==> config.mk <==
export PLATFORM = sky130hd
export DESIGN_NAME = tdm_demux_2ch
export DESIGN_NICKNAME = d
export VERILOG_FILES = /design/src/rtl/tdm_demux_pkg.sv /design/src/rtl/tdm_shift_reg.sv /design/src/rtl/tdm_demux_2ch.sv
export SDC_FILE = /design/constraint.sdc
export NUM_CORES = 1
export LEC_CHECK = 0
export BUFFER_PORTS_ARGS = -buffer_cell sky130_fd_sc_hd__buf_2
export CORE_MARGIN = 2
export CORE_UTILIZATION = 50
export DETAILED_ROUTE_END_ITERATION = 12
export PLACE_DENSITY = 0.8
export SYNTH_ARGS = -nofsm -noshare
export SYNTH_HDL_FRONTEND = slang
export SYNTH_SLANG_ARGS = --single-unit
==> constraint.sdc <==
create_clock -name clk -period 5.4 [get_ports clk]
set_input_delay 0 -clock clk [delete_from_list [all_inputs] [get_ports clk]]
set_output_delay 0 -clock clk [all_outputs]
set_load 0.02 [all_outputs]
==> src/rtl/tdm_demux_pkg.sv <==
// ---------------------------------------------------------------------------
// tdm_demux_pkg
//   Shared definitions for the two-channel TDM demultiplexer.
//   - WIDTH_DEFAULT : default bits per channel word
//   - CNT_W         : width of the per-word bit counter (covers WIDTH up to 16)
//   - state_t       : receiver FSM state encoding
//   Optional feature macro: TDM_DEMUX_PARITY_EN (adds PAR_A / PAR_B states).
// ---------------------------------------------------------------------------
package tdm_demux_pkg;

    localparam int WIDTH_DEFAULT = 8;
    localparam int CNT_W         = 4;

`ifdef TDM_DEMUX_PARITY_EN
    typedef enum logic [2:0] {
        IDLE,
        CH_A,
        CH_B,
        PAR_A,
        PAR_B
    } state_t;
`else
    typedef enum logic [1:0] {
        IDLE,
        CH_A,
        CH_B
    } state_t;
`endif

endpackage

==> src/rtl/tdm_shift_reg.sv <==
// ---------------------------------------------------------------------------
// tdm_shift_reg
//   WIDTH-bit serial-in / parallel-out shift register, MSB first, with a
//   synchronous clear that has priority over the shift enable.
//   Ports:
//     clk   - system clock, rising edge
//     rst_n - asynchronous active-low reset (clears the register)
//     clr   - synchronous clear
//     en    - shift enable; din enters at bit 0, older bits move up
//     din   - serial data in
//     q     - parallel register contents
// ---------------------------------------------------------------------------
module tdm_shift_reg #(
    parameter int WIDTH = 8
) (
    input  logic             clk,
    input  logic             rst_n,
    input  logic             clr,
    input  logic             en,
    input  logic             din,
    output logic [WIDTH-1:0] q
);

    always_ff @(posedge clk or negedge rst_n) begin
        if (!rst_n) begin
            q <= '0;
        end else if (clr) begin
            q <= '0;
        end else if (en) begin
            q <= {q[WIDTH-2:0], din};
        end
    end

endmodule

==> src/rtl/tdm_demux_2ch.sv <==
// ---------------------------------------------------------------------------
// tdm_demux_2ch
//   Receives a serial TDM frame (sync cycle, channel-A word, channel-B word,
//   MSB first) and presents both words in parallel once the whole frame has
//   arrived. A sync seen mid-frame aborts the current frame and starts a new
//   one immediately.
//   Optional feature macro: TDM_DEMUX_PARITY_EN -- one even-parity bit after
//   each word; a parity mismatch rejects the frame with frame_err.
//   Ports:
//     clk         - system clock, rising edge
//     rst_n       - asynchronous active-low reset
//     sync        - frame-start marker (one cycle high)
//     din         - serial TDM data
//     a_out       - last accepted channel-A word
//     b_out       - last accepted channel-B word
//     frame_valid - one-cycle pulse when a_out/b_out update
//     frame_err   - one-cycle pulse on aborted or rejected frame
//     busy        - high while a frame is being received
// ---------------------------------------------------------------------------
module tdm_demux_2ch #(
    parameter int WIDTH = tdm_demux_pkg::WIDTH_DEFAULT
) (
    input  logic             clk,
    input  logic             rst_n,
    input  logic             sync,
    input  logic             din,
    output logic [WIDTH-1:0] a_out,
    output logic [WIDTH-1:0] b_out,
    output logic             frame_valid,
    output logic             frame_err,
    output logic             busy
);

    import tdm_demux_pkg::*;

    localparam logic [CNT_W-1:0] CNT_LAST = CNT_W'(WIDTH - 1);

    state_t           state;
    logic [CNT_W-1:0] cnt;
    logic [WIDTH-1:0] a_q;
    logic [WIDTH-1:0] b_q;
    logic             a_en;
    logic             b_en;

`ifdef TDM_DEMUX_PARITY_EN
    logic             par_err;
`endif

    // A sync always begins a fresh frame, so it clears both word registers
    // and blocks shifting in that cycle (din is ignored while sync is high).
    assign a_en = (state == CH_A) && !sync;
    assign b_en = (state == CH_B) && !sync;

    tdm_shift_reg #(
        .WIDTH (WIDTH)
    ) u_shift_a (
        .clk   (clk),
        .rst_n (rst_n),
        .clr   (sync),
        .en    (a_en),
        .din   (din),
        .q     (a_q)
    );

    tdm_shift_reg #(
        .WIDTH (WIDTH)
    ) u_shift_b (
        .clk   (clk),
        .rst_n (rst_n),
        .clr   (sync),
        .en    (b_en),
        .din   (din),
        .q     (b_q)
    );

    always_ff @(posedge clk or negedge rst_n) begin
        if (!rst_n) begin
            state       <= IDLE;
            cnt         <= '0;
            a_out       <= '0;
            b_out       <= '0;
            frame_valid <= 1'b0;
            frame_err   <= 1'b0;
            busy        <= 1'b0;
`ifdef TDM_DEMUX_PARITY_EN
            par_err     <= 1'b0;
`endif
        end else begin
            frame_valid <= 1'b0;
            frame_err   <= 1'b0;

            if (sync) begin
                // Sync outside IDLE abandons the frame in flight; the new
                // frame is accepted normally either way.
                frame_err <= (state != IDLE);
                state     <= CH_A;
                cnt       <= CNT_LAST;
                busy      <= 1'b1;
`ifdef TDM_DEMUX_PARITY_EN
                par_err   <= 1'b0;
`endif
            end else begin
                unique case (state)
                    IDLE: begin
                        busy <= 1'b0;
                    end

                    CH_A: begin
                        if (cnt == '0) begin
`ifdef TDM_DEMUX_PARITY_EN
                            state <= PAR_A;
`else
                            state <= CH_B;
                            cnt   <= CNT_LAST;
`endif
                        end else begin
                            cnt <= cnt - CNT_W'(1);
                        end
                    end

                    CH_B: begin
                        if (cnt == '0) begin
`ifdef TDM_DEMUX_PARITY_EN
                            state <= PAR_B;
`else
                            // The last B bit is being sampled on this edge,
                            // so it is merged directly into b_out.
                            state       <= IDLE;
                            busy        <= 1'b0;
                            a_out       <= a_q;
                            b_out       <= {b_q[WIDTH-2:0], din};
                            frame_valid <= 1'b1;
`endif
                        end else begin
                            cnt <= cnt - CNT_W'(1);
                        end
                    end

`ifdef TDM_DEMUX_PARITY_EN
                    PAR_A: begin
                        // Even parity: the parity bit equals the XOR of the word.
                        par_err <= (din != ^a_q);
                        state   <= CH_B;
                        cnt     <= CNT_LAST;
                    end

                    PAR_B: begin
                        state <= IDLE;
                        busy  <= 1'b0;
                        if (par_err || (din != ^b_q)) begin
                            frame_err <= 1'b1;
                        end else begin
                            a_out       <= a_q;
                            b_out       <= b_q;
                            frame_valid <= 1'b1;
                        end
                    end
`endif

                    default: begin
                        state <= IDLE;
                        busy  <= 1'b0;
                    end
                endcase
            end
        end
    end

endmodule

==> results.txt, run 1 <==
The final net count came out at 176. The top-area cell type share of the netlist area came out at 58.14%. The switching power total is 121.7 µW. From bottom edge to top edge, the die measures 62.68 µm. The critical path goes through inv_1 -> ha_1 -> or3b_4 -> or3_1 -> mux2_4. After detailed routing, the number of remaining DRC violations is 0. The worst setup path is launched from a register.

After synthesis, the share of flip-flops with an asynchronous set or reset is 100.0%. Relative to the synthesized area, the layout overhead comes to 11.70%. The critical path launch point is cnt[0]. The share of total power dissipated in sequential elements is 57.9%. The I/O pin count is 23. In this run the clock root is driven by a sky130_fd_sc_hd__clkbuf_4. Setup violations remaining at the end of the flow were counted as 0.

Synthesis instantiated 31 different standard cells from the library. The synthesized instance count came out at 151. The worst-margin pin slew came out at 0.8577 ns. Yosys attributes the largest share of cell area to sky130_fd_sc_hd__dfrtp_1 (58%), sky130_fd_sc_hd__mux2_4 (7.8%), sky130_fd_sc_hd__nand2_1 (7.0%), sky130_fd_sc_hd__a21oi_1 (5.2%), sky130_fd_sc_hd__mux2_2 (4.6%). The number of buffers created by CTS came out at 5. The largest area contributor in the synthesized netlist is sky130_fd_sc_hd__dfrtp_1. The final-report hold violation count came out at 0. The insertion delay of the later-clocked pin in the worst-skew pair is 0.36 ns.

The most used flip-flop cell after synthesis is sky130_fd_sc_hd__dfrtp_1. The number of vias per cell after detailed routing came out at 5.252. The floorplan step defined a die boundary enclosing 0.003929 mm².

The critical path is of the register to register type. Based on the critical path, the design can be clocked at up to 420.6 MHz. The core occupancy in the finished layout is 58.09%. The power per unit of standard cell area came out at 276.4 mW/mm². The mean instance size in the synthesized netlist came out at 11.40 µm².

Clock-pin slew was measured on the worst setup and hold paths at 0.13 ns. The final layout contains routed wiring with a total length of 3.013 mm. In this run the horizontal extent of the chip is 62.68 µm. On the critical path, the stage with the largest delay is an instance of sky130_fd_sc_hd__or3_1. The number of global-route vias before repair came out at 1209. The wire length per cell after detailed routing came out at 13.82 µm. The flow ran to the end, and the final reports show no timing, DRC or antenna violations. The largest voltage drop on the vdd net is 0.1244 mV. The worst relative slew slack is 42.82%.

The data arrival time at the worst-slack endpoint is 2.63 ns. The final critical path time including I/O delays and setup is 2.377 ns. The share of post-route cells with drive strength above 1 is 27.33%.

The depth of the CTS H-tree is 2. The count of antenna-violating nets left after detailed routing came out at 0. TritonCTS built the clock tree. The worst reg2reg path endpoint is b_out[2]. The first global-routing pass estimated 5.292 mm of wire.

After global routing the overflow that remains totals 0. The number of cell rows came out at 21. The leakage component of the power came out at 0.9591 nW. The number of buffers added on ports is 22. The clock passes through at most 2 buffers. STA classifies the critical path endpoint as a register. The flip-flop and latch count after synthesis is 40. The standard cell area after detailed placement is 0.001823 mm². The final setup TNS came out at 0 ns.

Sequential cells were found to cover 58.14% of the synthesized design area. The initial antenna violation count came out at 0. The number of antenna cells inserted came out at 0. The number of cells on the worst reg-to-reg path came out at 5. The maximum number of pins on one net before global-route repair is 41. By instance count, the leading cell after synthesis is sky130_fd_sc_hd__dfrtp_1. The via count came out at 1145.

The required time at the endpoint of the critical path is 5.65 ns. The critical path depth is 5. The number of search-and-repair iterations in the first detailed-routing pass came out at 4. The setup slack on the worst flop-to-flop path came out at 3.02 ns. The clock network fraction of design power came out at 37.1%. Max-cap violations in this run came to 0. Dividing the final minimum period by the clock period gives 44.03%. The count of clock tree sinks came out at 40. The final RePlAce weighted congestion came out at 0.7724. The longest individual stage delay on the worst path came out at 0.72 ns. The number of pins with negative max-slew slack in the final report is 0. The number of synthesis warnings came out at 0. The cell area after technology mapping came out at 0.001722 mm². The internal power came out at 409.8 µW. On the final layout, the worst clock skew is 0.01088 ns. The number of flops mapped to enable cells by yosys is 0. The cell family with the largest share of critical-path delay is simple AND/OR/NAND/NOR gates.

Global routing consumed, over all layers together, 17.55% of the routing resources. The switching part of the total power came out at 22.90%. The number of gates resized after cts came out at 0. The number of buffers and inverters on the critical path is 1. Summed over all nets, the half-perimeter wirelength after detailed placement is 2.018 mm.

The first routing iteration left 37 violations. The area of the placeable core came out at 0.003311 mm². Along the worst path, the maximum fanout reaches 17. The final instance area is 0.001923 mm². By count the netlist is led by sky130_fd_sc_hd__dfrtp_1 (40), sky130_fd_sc_hd__nand2_1 (32), sky130_fd_sc_hd__a21oi_1 (18), sky130_fd_sc_hd__mux2_4 (9). The share of total power dissipated in combinational logic is 5.0%. The initial core utilization came out at 52.00%. Setup repair after global routing left no endpoint under its margin. The worst reg2reg path startpoint is cnt[0]. The number of nets handed over by synthesis was 156.

The tightest min-delay check is of the input port to register type. In this run the worst setup path terminates at b_out[2].
==> layout make-up <==
| type | instances | area [µm²] |
|---|---|---|
| fillers | 289 | 1388 |
| flip-flops and latches | 40 | 1001 |
| multi-input cells | 96 | 639.4 |
| repair buffers | 24 | 130.1 |
| well taps | 46 | 57.56 |
| clock inverters | 3 | 42.54 |
| clock buffers | 5 | 37.54 |
| inverters | 4 | 15.01 |
==> per-layer routing <==
metal | global-route usage (%) | part of all wire, % | vias to the layer above
met3 | 7.027 | 4.4 | 4
li1 | - | - | 552
met5 | 0 | 0 | -
met2 | 29.03 | 50 | 29
met1 | 20.44 | 44 | 560
met4 | 6.944 | 1.2 | 0
==> registers in the layout, indices dropped and copies added (netlist names) <==
register and cells:
frame_valid 1, cnt 4, state 2, a_out 8, u_shift_a.q 8, busy 1, u_shift_b.q 7, b_out 8
frame_err 1
==> cells by family (layout without fill, tap and decap cells) <==
family / after synthesis / count (layout) / synth area share, %
AO/OA/AOI/OAI: 28 / 28 / 9.157
XOR/XNOR: 1 / 1 / 0.5088
adder cells (fa/ha/maj): 1 / 1 / 0.7266
buffers and inverters: 15 / 36 / 4.723
flip-flops: 40 / 40 / 58.14
multiplexers: 18 / 18 / 13.59
AND/OR/NAND/NOR: 48 / 48 / 13.15
==> through the flow <==
stage	hold WS, ns	total power, mW	instances	setup slack, ns
4_1_cts	0.07439	0.5347	218	3.014
5_1_grt	0.07176	0.5553	218	2.890
2_1_floorplan	-0.2956	0.3279	151	3.344
3_5_place_dp	0.1621	0.3393	208	3.018
6_report	0.07746	0.5316	218	3.023
3_3_place_gp	0.1389	0.3376	208	3.122
==> power by group through the flow <==
stage                     clock [mW]  sequential [mW]  combinational [mW]
after floorplan                    0            0.314              0.0140
after global placement             0            0.313              0.0243
after detailed placement           0            0.314              0.0257
after CTS                      0.200            0.308              0.0270
after global routing           0.216            0.309              0.0301
final                          0.197            0.308              0.0264
==> timing repair <==
action,in CTS,in global routing
hold endpoints to repair,43,0
setup buffers,0,0
hold buffers,2,0
==> worst min-delay path by stage <==
stage,startpoint,to,slack (ns),cells past startpoint
6_report,sync,u_shift_a.q[6],0.08,2
5_1_grt,sync,u_shift_a.q[4],0.07,2
4_1_cts,sync,u_shift_a.q[6],0.07,2
3_5_place_dp,rst_n,b_out[2],0.16,1
3_3_place_gp,rst_n,frame_valid,0.14,1
2_1_floorplan,rst_n,a_out[0],-0.30,0
==> worst reg2reg max path: cells and delay by family, from the launching register on <==
family                     cells  cell delay, ns
and+or+nand+nor                2            1.13
DFF                            1            0.41
adders and majority gates      1            0.22
muxes                          1            0.43
buffers and inverters          1            0.09
==> cells in the final DEF (no fill, tap or decap), types with 2 or more instances in the layout <==
cell type | Yosys | routed
sky130_fd_sc_hd__dlygate4sd3_1 | 0 | 2
sky130_fd_sc_hd__a21o_1 | 2 | 2
sky130_fd_sc_hd__a21oi_1 | 18 | 18
sky130_fd_sc_hd__buf_2 | 1 | 22
sky130_fd_sc_hd__nor2b_1 | 2 | 2
sky130_fd_sc_hd__clkbuf_4 | 0 | 5
sky130_fd_sc_hd__dfrtp_1 | 40 | 40
sky130_fd_sc_hd__inv_1 | 4 | 4
sky130_fd_sc_hd__mux2i_1 | 2 | 2
sky130_fd_sc_hd__mux2_2 | 7 | 7
sky130_fd_sc_hd__mux2_4 | 9 | 9
sky130_fd_sc_hd__nand2b_1 | 2 | 2
sky130_fd_sc_hd__nor2_1 | 3 | 3
sky130_fd_sc_hd__or3_1 | 2 | 2
sky130_fd_sc_hd__nand2_1 | 32 | 32
sky130_fd_sc_hd__o21ai_0 | 4 | 4
Note: power is estimated with default switching activity, not from simulation.
==> run 2, diff against run 1 <==
clock period = 2.4 ns   (was 5.4 ns; I/O delays follow)
==> run 2 against run 1 <==
  * First-iteration DRC count rose by 51%
  * Clock power rose to 2.5 times the previous value
  * Die area did not move
  * Non-clock buffer count rose by 2
  * Critical path type unchanged
  * Clock skew fell by 0.0071 ns
  * Highest routed layer unchanged
  * Sequential power rose by 120%
  * Power rose by 140%
  * Maximum frequency rose by 6.6%
==> results.txt, run 2 (synthesis results as in run 1) <==
The width of the chip is 62.68 µm. The number of DRC violations after detailed-routing iteration 0 is 56. The number of antenna diodes in the final layout is 0. The final critical path time including I/O delays and setup is 2.230 ns. The max-capacitance violation count came out at 0. The worst min-delay path startpoint is sync. The worst relative slew slack is 43.22%. The insertion delay of the later-clocked pin in the worst-skew pair is 0.35 ns. The tree is rooted in a sky130_fd_sc_hd__clkbuf_4. The total die area is 0.003929 mm². The total setup violations reported at the end of the flow came out at 0. The wire length after detailed routing came out at 3.090 mm. The congestion estimate from routability-driven global placement came to 0.7557. The number of vias per cell after detailed routing came out at 5.314. The category of the worst setup path launch point is a register. The count of antenna-violating nets left after detailed routing came out at 0. The number of cell rows is 21. After detailed routing, the average wire length per cell comes to 14.05 µm. Across every metal layer, demand over resource in global routing totals 18.60%.

The layout-stage area growth over the synthesis result came out at 14.17%. The number of search-and-repair iterations in the first detailed-routing pass is 4. The analysis attributes to net switching a power of 268.2 µW.

Leaving out fill and tap cells, the most frequent cells in the layout are sky130_fd_sc_hd__dfrtp_1 (40), sky130_fd_sc_hd__nand2_1 (32), sky130_fd_sc_hd__buf_2 (22). Dividing the final minimum period by the clock period gives 92.92%. The worst clock skew came out at 0.003728 ns. The highest-delay cell along the critical path is sky130_fd_sc_hd__or3_1. The number of buffers added on ports is 22. The fmax came out at 448.4 MHz. The via count came out at 1169.

Sequential cells burn 55.4% of the power. The switching part of the total power came out at 21.46%. The clock network fraction of design power came out at 39.8%. The number of buffers created by CTS came out at 5.

The final-report hold violation count came out at 0. The longest individual stage delay on the worst path is 0.49 ns. The worst register-to-register path begins at cnt[0]. The detailed placement HPWL came out at 2.139 mm. The final net count came out at 178. Leaving out fill and tap cells, the most frequent cell in the layout is sky130_fd_sc_hd__dfrtp_1. The initial antenna violation count is 0. The area of the placeable core is 0.003311 mm².

The buffer depth of the longest clock path is 2. The post-route DRC violation count came out at 0. STA classifies the critical path endpoint as a register. The share of post-route cells with drive strength above 1 is 28.16%. The number of global-route vias before repair came out at 1209. The I/O pin count is 23.

The run finished with clean final reports. Measured along the y axis, the die boundary spans 62.68 µm. The worst-margin pin slew came out at 0.8517 ns. The largest registers in the layout are a_out (8), b_out (8), u_shift_a.q (8). The initial core utilization is 52.00%. The number of buffers added for setup after CTS came out at 0. The clock-pin slew on the worst setup and hold paths is 0.11 ns.

The peak fanout along the critical path came out at 13. The leakage component of the power came out at 0.9843 nW. Power spread over the standard cell area amounts to 635.9 mW/mm². The required time at the endpoint of the critical path came out at 2.65 ns.

Tracing the worst setup path back leads to its startpoint at cnt[0]. The critical path in this run is classified as register to register. The overflow left after global routing is 0. The CTS tree is yes. The first-pass GRT wire length is 5.554 mm. The path class of the tightest hold or removal check is input port to register. For the final routed database, the setup TNS stands at 0 ns.

The count of clock tree sinks is 40. The internal power came out at 981.7 µW. Walking the worst path, the cells encountered are inv_1 -> ha_1 -> or3b_4 -> or3_1 -> buf_12 -> mux2_4. CTS built an H-tree with a depth of 2. Setup repair after global routing left no endpoint under its margin. The maximum number of pins on one net before global-route repair is 41. The data arrival time at the worst-slack endpoint is 2.48 ns. The share of total power in combinational logic came out at 4.8%.

The standard cell area after detailed placement came out at 0.001851 mm². Once layout is done, the placed cells without fillers occupy 0.001966 mm². The worst-case IR drop observed on VDD is 0.2677 mV.

The number of pins with negative max-slew slack in the final report came to 0.
-- run 2: cell types whose count changed in the layout (fill, tap and decap cells not counted), sizes merged --
| cell | delta |
|---|---|
| buf | +2 |
| clkbuf | +2 |
| clkinv | -1 |
| clkinvlp | -1 |
-- run 2: power groups by stage --
| stage | sequential (mW) | clock, mW | combinational [mW] |
|---|---|---|---|
| finish | 0.692 | 0.498 | 0.0603 |
| global route | 0.694 | 0.548 | 0.0690 |
| CTS | 0.692 | 0.505 | 0.0614 |
| detailed placement | 0.705 | 0 | 0.0588 |
| global placement | 0.705 | 0 | 0.0561 |
| floorplan | 0.706 | 0 | 0.0316 |
-- run 2: layout make-up --
type                       count  area, µm²
multi-input combinational     96      639.4
clock inverter                 1      30.03
fill                         283       1345
inverter                       4      15.01
clock buffer                   7      65.06
tap                           46      57.56
sequential                    40       1001
timing repair buffer          26      157.7
-- run 2: path summary, 6_finish.rpt --
| kind | slack [ns] | depth (start not counted) | end |
|---|---|---|---|
| min reg2reg | 0.49 | 1 | busy |
| max in group asynchronous | 1.58 | 2 | busy |
| max reg2reg | 0.17 | 6 | a_out[7] |
| min in group asynchronous | 0.29 | 2 | u_shift_b.q[2] |
| min | 0.08 | 2 | frame_err |
| max | 0.17 | 6 | a_out[7] |
-- run 2: metrics by stage --
step | worst slack (ns) | util (%) | power [mW] | instances | hold WS [ns]
after detailed placement | 0.2005 | 55.90 | 0.7640 | 210 | 0.1555
final | 0.1699 | 59.37 | 1.250 | 220 | 0.08144
after floorplan | 0.3439 | - | 0.7377 | 151 | -0.2956
after global routing | 0.09190 | 59.37 | 1.311 | 220 | 0.07854
after global placement | 0.2757 | 55.90 | 0.7607 | 210 | 0.1438
after CTS | 0.1780 | 59.37 | 1.258 | 220 | 0.06578
-- run 2: metal layers --
metal / global-route usage [%] / vias to the layer above / share of wire (%)
met2: 29.70 / 28 / 51
met1: 22.06 / 585 / 43
met5: 0 / - / 0
met3: 6.306 / 8 / 3.6
li1: - / 548 / -
met4: 10.28 / 0 / 2.6
-- run 2: worst max-delay path, delay by kind of cell, from the launching register on --
family | cells | cell delay [ns]
AND/OR/NAND/NOR | 2 | 0.91
flip-flops | 1 | 0.40
buffers and inverters | 2 | 0.30
multiplexers | 1 | 0.30
adder cells (fa/ha/maj) | 1 | 0.21
-- run 2: what timing repair did --
| item | CTS | global route |
|---|---|---|
| hold buffers | 2 | 0 |
| resized for setup | 0 | 0 |
| endpoints found under the hold margin | 43 | 0 |
==> run 3, diff against run 2 <==
clock period = 2.61 ns   (was 2.4 ns; I/O delays follow)
==> run 3 against run 2 <==
  * Critical path depth is the same
  * Maximum frequency rose by 4.8%
  * Clock skew is 0.0054 ns higher
  * Worst setup slack gained 0.31 ns
  * Clock-buffer cell count stayed put
  * Critical endpoint is now b_out[1]
  * Largest cell class unchanged
  * Highest routed layer unchanged
==> results.txt, run 3 (synthesis results as in run 1) <==
The flow ran to the end, and the final reports show no timing, DRC or antenna violations. The critical path goes through inv_1 -> ha_1 -> or3b_4 -> or3_1 -> buf_4 -> mux2_4. The all-layer global routing usage is 17.50%. The depth of the CTS H-tree is 2. The number of non-filler instances in the completed layout is 219. The post-route fraction of the period consumed by the critical path is 81.53%. In the final layout, the registers with the most flip-flops are a_out (8), b_out (8), u_shift_a.q (8). The layout-stage area growth over the synthesis result is 13.01%. Adding up every negative setup slack in the final design gives 0 ns. The library cells used most frequently in the layout, excluding fill and tap cells, are sky130_fd_sc_hd__dfrtp_1 (40), sky130_fd_sc_hd__nand2_1 (32), sky130_fd_sc_hd__buf_2 (22). Setup repair after global routing left no endpoint under its margin. Input and output buffers added on the ports amount to 22.

Leaving out fill and tap cells, the most frequent cell in the layout is sky130_fd_sc_hd__dfrtp_1. The floorplan has 21 rows. Dividing the detail-routed wire length by the instance count gives 13.53 µm. The count of clock tree sinks came out at 40. The detailed placement HPWL came out at 2.026 mm. The count of antenna-violating nets left after detailed routing is 0.

The maximum number of pins on one net before global-route repair is 41. The worst relative slew slack came out at 42.85%. The number of search-and-repair iterations in the first detailed-routing pass is 4. The floorplan step set the die height to 62.68 µm. Buffers inserted during clock tree synthesis total 5.

At the worst endpoint, the arrival time is 2.37 ns. The highest-delay cell along the critical path is sky130_fd_sc_hd__dfrtp_1. The first global-routing pass estimated 5.285 mm of wire. The worst setup path is captured at a register. The standard cell area after detailed placement came out at 0.001831 mm².

For this design the ratio of total power to cell area is 588.0 mW/mm². The peak fanout along the critical path came out at 17. The via count came out at 1148. The number of buffers added for setup after CTS came out at 0.

The total setup violations reported at the end of the flow came out at 0. The post-route DRC violation count came out at 0. The category of the worst setup path launch point is a register. The clock passes through at most 2 buffers. The number of pins with negative max-slew slack in the final report came out at 0. The number of global-route vias before repair came out at 1190. Cells with a size suffix above 1 make up 27.75% of the layout. The area of the placeable core is 0.003311 mm². The I/O pin count is 23.

The wire length after detailed routing is 2.964 mm. The initial utilization of the core area, before any placement, comes to 52.00%. The final critical path time including I/O delays and setup is 2.128 ns.

The final RePlAce weighted congestion is 0.7696. The min-delay analysis places its worst path in the category input port to register. The number of DRC violations after detailed-routing iteration 0 is 77. The total die area came out at 0.003929 mm². The worst-margin pin slew came out at 0.8573 ns. The fill cell instance count of the final layout is 290. The fmax came out at 469.9 MHz.

On the critical path the largest part of the delay comes from simple AND/OR/NAND/NOR gates. The required time at the endpoint of the critical path came out at 2.85 ns. Clock latency on the worst-skew pair, taken at its later pin, is 0.35 ns. The initial antenna violation count was 0. The longest individual stage delay on the worst path is 0.41 ns.

Including well taps, the total number of placed cells is 209. The final-report hold violation count is 0. The number of antenna diodes in the final layout is 0.

The worst setup path is of the register to register kind. For this run the aggregate overflow at the end of global routing stands at 0. The final instance area came out at 0.001946 mm². The number of vias per cell after detailed routing came out at 5.242.

Max-cap violations in this run came to 0. The leakage component of the power came out at 0.9736 nW. The worst clock skew came out at 0.009124 ns.

The die is 62.68 µm wide. The buffering stage count on the worst path with inverters included came out at 2. The clock-pin slew on the worst setup and hold paths is 0.11 ns.

For this run, the post-layout net count is 177. TritonCTS built the clock tree. The root buffer cell chosen for the clock tree is sky130_fd_sc_hd__clkbuf_4. The largest voltage drop on the vdd net is 0.2983 mV.
## run 3: cell types whose count changed in the layout (fill, tap and decap cells not counted)
cell and delta:
sky130_fd_sc_hd__buf_12 -1
## run 3: final cells by class
| cell class | instances | area, µm² | area share, % |
|---|---|---|---|
| clock buffer | 7 | 65.06 | 3.344 |
| timing repair buffer | 25 | 137.6 | 7.074 |
| clock inverter | 1 | 30.03 | 1.543 |
| tap | 46 | 57.56 | 2.958 |
| inverter | 4 | 15.01 | 0.7717 |
| sequential | 40 | 1001 | 51.45 |
| multi-input combinational | 96 | 639.4 | 32.86 |
## run 3: stage by stage
stage / hold slack [ns] / utilization (%) / setup WS [ns] / total power, mW
3_3_place_gp: 0.1382 / 55.29 / 0.5786 / 0.6983
3_5_place_dp: 0.1596 / 55.29 / 0.5093 / 0.7007
6_report: 0.07862 / 58.77 / 0.4820 / 1.144
5_1_grt: 0.08275 / 58.77 / 0.3919 / 1.193
2_1_floorplan: -0.2956 / - / 0.5539 / 0.6783
4_1_cts: 0.06515 / 58.77 / 0.4803 / 1.154
## run 3: worst register-to-register path, stage by stage, from the launching register on
cell	delay (ns)
sky130_fd_sc_hd__dfrtp_1	0.41
sky130_fd_sc_hd__inv_1	0.09
sky130_fd_sc_hd__ha_1	0.20
sky130_fd_sc_hd__or3b_4	0.41
sky130_fd_sc_hd__or3_1	0.36
sky130_fd_sc_hd__buf_4	0.23
sky130_fd_sc_hd__mux2_4	0.33
## run 3: worst paths after layout
kind	from	end	slack, ns	cells past startpoint
max	cnt[0]	b_out[1]	0.48	6
min reg2reg	busy	busy	0.49	1
min in group asynchronous	rst_n	u_shift_a.q[7]	0.29	2
min	sync	frame_err	0.08	2
max reg2reg	cnt[0]	b_out[1]	0.48	6
max in group asynchronous	rst_n	b_out[4]	1.79	2
## run 3: per-layer routing
metal | wire length (µm) | share of wire (%) | vias to the layer above | GRT usage [%]
met2 | 1497 | 51 | 28 | 29.17
li1 | - | - | 547 | -
met3 | 137 | 4.6 | 7 | 5.045
met4 | 56 | 1.9 | 0 | 8.611
met5 | 0 | 0 | - | 0
met1 | 1273 | 43 | 566 | 20.75
## run 3: report_power, final
group	internal (mW)	switching [mW]	leakage [nW]
registers	0.629	0.00830	0.531
clock network	0.254	0.199	0.0515
logic	0.0192	0.0341	0.391
total	0.902	0.242	0.974
## run 3: what timing repair did
action                                  4_1_cts  5_1_grt
endpoints found under the setup margin        0        0
hold endpoints to repair                     43        0
hold buffers                                  2        0
gates resized for setup                       0        0
